`config.mk`:
```
export PLATFORM = sky130hd
export DESIGN_NAME = timer_counter
export DESIGN_NICKNAME = d
export VERILOG_FILES = /design/src/rtl/tc_pkg.sv /design/src/rtl/timer_counter.sv
export SDC_FILE = /design/constraint.sdc
export NUM_CORES = 1
export LEC_CHECK = 0
export ABC_AREA = 1
export CORE_UTILIZATION = 35
export DETAILED_ROUTE_END_ITERATION = 16
export PLACE_DENSITY = 0.62
export SLEW_MARGIN = 15
export SYNTH_ARGS = -nofsm -noshare
export SYNTH_HDL_FRONTEND = slang
export SYNTH_SLANG_ARGS = --single-unit
```
`constraint.sdc`:
```
create_clock -name clk -period 5.85 [get_ports clk]
set_clock_uncertainty 0.2 [all_clocks]
set_input_delay 0.8775 -clock clk [delete_from_list [all_inputs] [get_ports clk]]
set_output_delay 0.8775 -clock clk [all_outputs]
set_load 0.1 [all_outputs]
```
`src/rtl/tc_pkg.sv`:
```
// Shared definitions for timer_counter: register offsets, CTRL bit fields,
// mode encodings and FSM state encodings.
package tc_pkg;

  localparam logic [1:0] REG_CTRL   = 2'd0;
  localparam logic [1:0] REG_PRESET = 2'd1;
  localparam logic [1:0] REG_COUNT  = 2'd2;

  localparam int CTRL_EN       = 0;
  localparam int CTRL_MODE_LSB = 1;
  localparam int CTRL_MODE_MSB = 2;
  localparam int CTRL_IM       = 3;

  localparam logic [1:0] MODE_ONESHOT = 2'd0;
  localparam logic [1:0] MODE_RELOAD  = 2'd1;

  typedef enum logic [1:0] {
    S_IDLE = 2'd0,
    S_LOAD = 2'd1,
    S_CNT  = 2'd2,
    S_INT  = 2'd3
  } state_e;

endpackage

```
`src/rtl/timer_counter.sv`:
```
// Memory-mapped down-counting timer with one-shot / auto-reload modes and a maskable IRQ.
// Optional build macro TC_READ_STATE_EN exposes FSM state and irq flag in CTRL reads.
module timer_counter
  import tc_pkg::*;
#(
  parameter logic [31:0] BASE = 32'h0000_7F00
) (
  input  logic        clk,
  input  logic        reset,
  input  logic [31:0] Addr,
  input  logic        WE,
  input  logic [31:0] Din,
  output logic [31:0] Dout,
  output logic        IRQ
);

  logic [3:0]  ctrl_q;
  logic [31:0] preset_q;
  logic [31:0] count_q;
  logic        irq_flag_q;
  state_e      state_q;

  logic        sel_s;
  logic        wr_s;
  logic [31:0] dout_s;
  logic        unused_s;

  assign sel_s    = (Addr[31:4] == BASE[31:4]);
  assign wr_s     = WE & sel_s;
  assign unused_s = ^Addr[1:0];

  // Counter FSM plus bus register writes; bus writes come last so they win over FSM updates.
  always_ff @(posedge clk or posedge reset) begin
    if (reset) begin
      ctrl_q     <= 4'd0;
      preset_q   <= 32'd0;
      count_q    <= 32'd0;
      irq_flag_q <= 1'b0;
      state_q    <= S_IDLE;
    end else begin
      case (state_q)
        S_IDLE: begin
          if (ctrl_q[CTRL_EN]) begin
            state_q <= S_LOAD;
          end else begin
            state_q <= S_IDLE;
          end
        end
        S_LOAD: begin
          count_q <= preset_q;
          state_q <= S_CNT;
        end
        S_CNT: begin
          if (!ctrl_q[CTRL_EN]) begin
            state_q <= S_IDLE;
          end else if (count_q == 32'd0) begin
            state_q    <= S_INT;
            irq_flag_q <= 1'b1;
          end else begin
            count_q <= count_q - 32'd1;
          end
        end
        S_INT: begin
          case (ctrl_q[CTRL_MODE_MSB:CTRL_MODE_LSB])
            MODE_RELOAD: begin
              state_q    <= S_LOAD;
              irq_flag_q <= 1'b0;
            end
            MODE_ONESHOT: begin
              ctrl_q[CTRL_EN] <= 1'b0;
              state_q         <= S_IDLE;
            end
            default: begin
              ctrl_q[CTRL_EN] <= 1'b0;
              state_q         <= S_IDLE;
            end
          endcase
        end
        default: state_q <= S_IDLE;
      endcase

      // A CTRL or PRESET write doubles as interrupt acknowledge.
      if (wr_s) begin
        case (Addr[3:2])
          REG_CTRL: begin
            ctrl_q     <= Din[3:0];
            irq_flag_q <= 1'b0;
          end
          REG_PRESET: begin
            preset_q   <= Din;
            irq_flag_q <= 1'b0;
          end
          default: ;
        endcase
      end
    end
  end

  // Combinational read mux; unselected or reserved addresses return zero.
  always_comb begin
    dout_s = 32'd0;
    if (sel_s) begin
      case (Addr[3:2])
        REG_CTRL: begin
          dout_s = {28'd0, ctrl_q};
`ifdef TC_READ_STATE_EN
          dout_s[6:4] = {irq_flag_q, state_q};
`endif
        end
        REG_PRESET: dout_s = preset_q;
        REG_COUNT:  dout_s = count_q;
        default:    dout_s = 32'd0;
      endcase
    end else begin
      dout_s = 32'd0;
    end
  end

  assign Dout = dout_s;
  assign IRQ  = ctrl_q[CTRL_IM] & irq_flag_q;

endmodule

```
# Yosys cells after proc, flatten, opt, wreduce, memory -nomap -nowiden
# Cells that the tools add are included.
[totals]
register_bits = 71
out_inout_bits = 33
[classes]
n_addsub = 1
n_eq_ne = 10
n_mux = 20
bitwise = 2
n_reduce_logical = 8
[op_table]
columns = ["cell", "count"]
rows = [
  ["$mux 32", 3],
  ["$pmux 32 s3", 1],
  ["$pmux 32 s2", 1],
  ["$logic_not 32->1", 1],
  ["$sub 32x1->32 const B", 1],
  ["$eq 28x11->1 const B", 1],
  ["$mux 1", 11],
  ["$pmux 2 s4", 1],
  ["$eq 2x1->1 const B", 3],
  ["$eq 2x2->1 const B", 3],
  ["$logic_not 2->1", 2],
  ["$mux 2", 2],
  ["$ne 2x2->1 const B", 2],
  ["$reduce_and 2->1", 2],
  ["$ne 3x3->1 const B", 1],
  ["$reduce_and 3->1", 1],
  ["$and 1x1->1", 2],
  ["$pmux 1 s2", 1],
  ["$reduce_bool 2->1", 1],
  ["$reduce_or 2->1", 1],
]

# Longest topological paths before layout
[depth]
depth_word = 6
mapped_depth = 12
depth_no_buf = 12

# Worst setup path before layout
# Ideal clock, no wire load.
[synth_path]
path_type = "input to output"
from = "input Addr[7]"
to = "output Dout[24]"
t_arrival_ps = 3083
slack_ps = 1690
stages = 8
cell_sequence = "nor2_1 -> nand2_1 -> nor2_1 -> nand2_1 -> nor2_1 -> inv_2 -> clkbuf_1 -> a21oi_1"
[synth_via]
elab_chain_cells = 2
[synth_rtl]
columns = ["item", "line_no", "source"]
rows = [
  ["start: declaration", "timer_counter.sv:10", "input logic [31:0] Addr,"],
  ["$eq 28x11->1", "timer_counter.sv:28", "assign sel_s = (Addr[31:4] == BASE[31:4]);"],
  ["$mux 32", "timer_counter.sv:102", "if (sel_s) begin"],
  ["end: declaration", "timer_counter.sv:13", "output logic [31:0] Dout,"],
]
# No other way between the ends.

# Final worst setup path
[layout_path]
from = "input Addr[2]"
to = "output Dout[13]"
[layout_via]
elab_chain_cells = 3
[layout_rtl]
columns = ["item", "line_no", "source"]
rows = [
  ["$eq 2x2->1, or another cell as far along", "timer_counter.sv:103", "case (Addr[3:2])"],
  ["$pmux 32 s3 (*)", "timer_counter.sv:103", ""],
  ["$mux 32 (*)", "timer_counter.sv:102", ""],
]
# Mark *: on every way between the ends. The rest lies on a longest branch, timed or not.

==> impl_metrics.ini <==
[outcome]
status = complete, no violations

[cells_and_area]
n_antenna_cell = 0
final_nets = 886
final-instance-count-excl-fill = 998
area_delta_synth_final_pct = 27.1
nFillCells = 1432
drive_gt1_share_pct = 13.9

[synth]
synthTopCellsByCount = 236 x nand2_1, 80 x nor2_1, 79 x inv_1
yosysSeqAreaShare_pct = 36.9
synth.avg_cell_area_um2 = 6.58
ys_types = 30
ys_ff_latch = 71
synth.area.top_cells = dfrtp_1 37%, nand2_1 18%, nand3_1 7.0%
synthFlopType = dfrtp_1
ys_warn_count = 0
yosysTopAreaCell = dfrtp_1
synth_top_area_share_pct = 36.9
synth_most_common_cell = nand2_1
netlist_area_um2 = 4810
synth_cells = 732
synth_enable_flop_cells = 0
syn-num-nets = 801
synthArstFlopShare_pct = 100

[timing]
period_needed_ns = 4.09
final-hold-violation-count = 0
fin_tns_setup_ns = 0
min_period_over_period_pct = 70.0
setup_viol = 0
worst_pin_slew_ns = 0.962
slew_headroom_pct = 35.7
maxSlewViolCount = 0
rsz0062_at_grt = false
fmax_mhz = 244

[setup_path]
cpMaxStageDelayCell = nor2_2
crit_chain = clkdlybuf4s50_1 > inv_1 > nor2_2 > buf_4 > nand2_1 > a21oi_1 > buf_4
endpoint_kind = output port
crit_arrival_ns = 3.02
critical_path_class = input pin to output port
crit_path_start_kind = input pin
r2r.worst_path.cells = 11
cp_common_cell = buf_4
cp.required_ns = 4.77
crit_fanout = 16
cpPeakStageDelay_ns = 0.57

[flow_run]
maxCapViolations = 0

[placed_design]
hpwlAfterDp_um = 9550
dp_cells = 982
gp_congestion = 0.925
portBuffers = 97

[detailed_routing]
drcViolationCount = 0
via_per_inst = 4.76
wl_met3_um = 584
vias = 4754
top_layer = met4
drt-initial-drc-count = 302
dr.pass1.iters = 6
wl_met1_um = 6540
ant_nets = 0
met2_length_um = 5800
wirelength_um = 13100
post_drt_wl_per_cell_um = 13.1

[grt]
grt_overflow = 0
grt_pass1_vias = 4530
grt_pass1_wl_um = 22600
track_usage_pct = 20.1
grt_max_degree = 53
antenna_found_initial = 0

[floorplan]
coreArea_um2 = 13300
io_pins = 100
fp-row-count = 42
die_y_um = 119
fp.dieW_um = 119
start_util_pct = 36.1
die-area_um2 = 14200

[clock_network]
holdBufCountCts = 0
clkSinkCount = 71
numCtsBuffers = 9
cts_tree = built
cts_resized = 0
root_buffer = clkbuf_16
clockBufferDepth = 2
clk_pin_slew_ns = 0.05
htree_levels = 3
post_cts_buffers = 0
clock_latency_ns = 0.35

[power_and_ir_drop]
p_leak_nw = 3.06
clkPwrFrac_pct = 49.5
power_frac_seq_pct = 44.0
p_sw_mw = 0.241
p_int_mw = 0.875
combPwrFrac_pct = 6.5
switching_share_pct = 21.6
pwr_density_cell_nw_per_um2 = 182
ir_worst_vdd_mv = 0.134

[hold_path]
hold_class = flip-flop to flip-flop
min_path_cells = 2
==> worst paths after layout <==
kind / startpoint / to / slack, ns
worst max-delay path: Addr[2] / Dout[13] / 1.76
worst min-delay path: preset_q[3] / preset_q[3] / 0.29
worst max register to register: count_q[0] / count_q[13] / 3.20
worst min register to register: preset_q[3] / preset_q[3] / 0.29
max in group asynchronous: reset / preset_q[11] / 3.65
min in group asynchronous: reset / preset_q[27] / 0.80
==> stage by stage <==
step | hold slack [ns] | cell area [µm²] | utilization [%] | total power [mW] | worst slack [ns]
floorplan | 0.259 | 4810 | - | 0.521 | 1.69
global route | 0.331 | 6120 | 45.8 | 1.16 | 1.52
detailed placement | 0.278 | 5830 | 43.6 | 0.573 | 1.74
CTS | 0.292 | 6120 | 45.8 | 1.13 | 1.74
global placement | 0.277 | 5830 | 43.6 | 0.573 | 1.73
finish | 0.287 | 6120 | 45.8 | 1.12 | 1.76
==> area by class of cell <==
type	instances	area [µm²]	area share [%]
Clock buffer	13	250	4.09
Clock inverter	3	42.5	0.695
Timing Repair Buffer	103	936	15.3
Multi-Input combinational cell	550	2580	42.2
Tap cell	176	220	3.60
Inverter	82	308	5.03
Sequential cell	71	1780	29.0
==> logic make-up after synthesis <==
kind of cell               synth area share (%)
DFF                                        36.9
buffers and inverters                      9.49
AOI/OAI and AO/OA                          11.6
xor gates and xnor gates                  0.728
adders and majority gates                 0.520
and+or+nand+nor                            40.8
==> power by group through the flow <==
stage	combinational, mW	clock (mW)	sequential, mW
2_1_floorplan	0.0212	0	0.500
5_1_grt	0.0803	0.585	0.491
6_report	0.0721	0.552	0.491
3_5_place_dp	0.0733	0	0.500
4_1_cts	0.0736	0.564	0.491
3_3_place_gp	0.0731	0	0.500
==> per-layer routing <==
metal	global-route usage (%)	vias to the layer above
li1	-	2507
met1	27.8	2131
met2	31.3	104
met3	3.78	12
met4	6.96	0
met5	0	-
==> worst max-delay path: cells and delay by family <==
family / cells / cell delay (ns)
AND/OR/NAND/NOR: 2 / 0.64
buffers and inverters: 4 / 1.31
AO/OA/AOI/OAI: 1 / 0.18
==> cells in the final DEF (no fill, tap or decap), types with 9 or more instances in the layout <==
cell / n
nand3_1: 67
o21ai_0: 16
clkbuf_16: 9
clkdlybuf4s50_1: 65
buf_4: 38
nor2_2: 12
nand4_1: 11
dfrtp_1: 71
o21ai_2: 11
o21ai_1: 32
inv_1: 78
nand2_1: 236
nand3_2: 12
nor2_1: 78
or2_2: 16
a21oi_1: 34
==> registers in the layout (all words and copies together) (netlist names) <==
register	count
irq_flag_q	1
state_q	2
ctrl_q	4
preset_q	32
count_q	32
No activity file was read; power rests on OpenSTA's default activity.
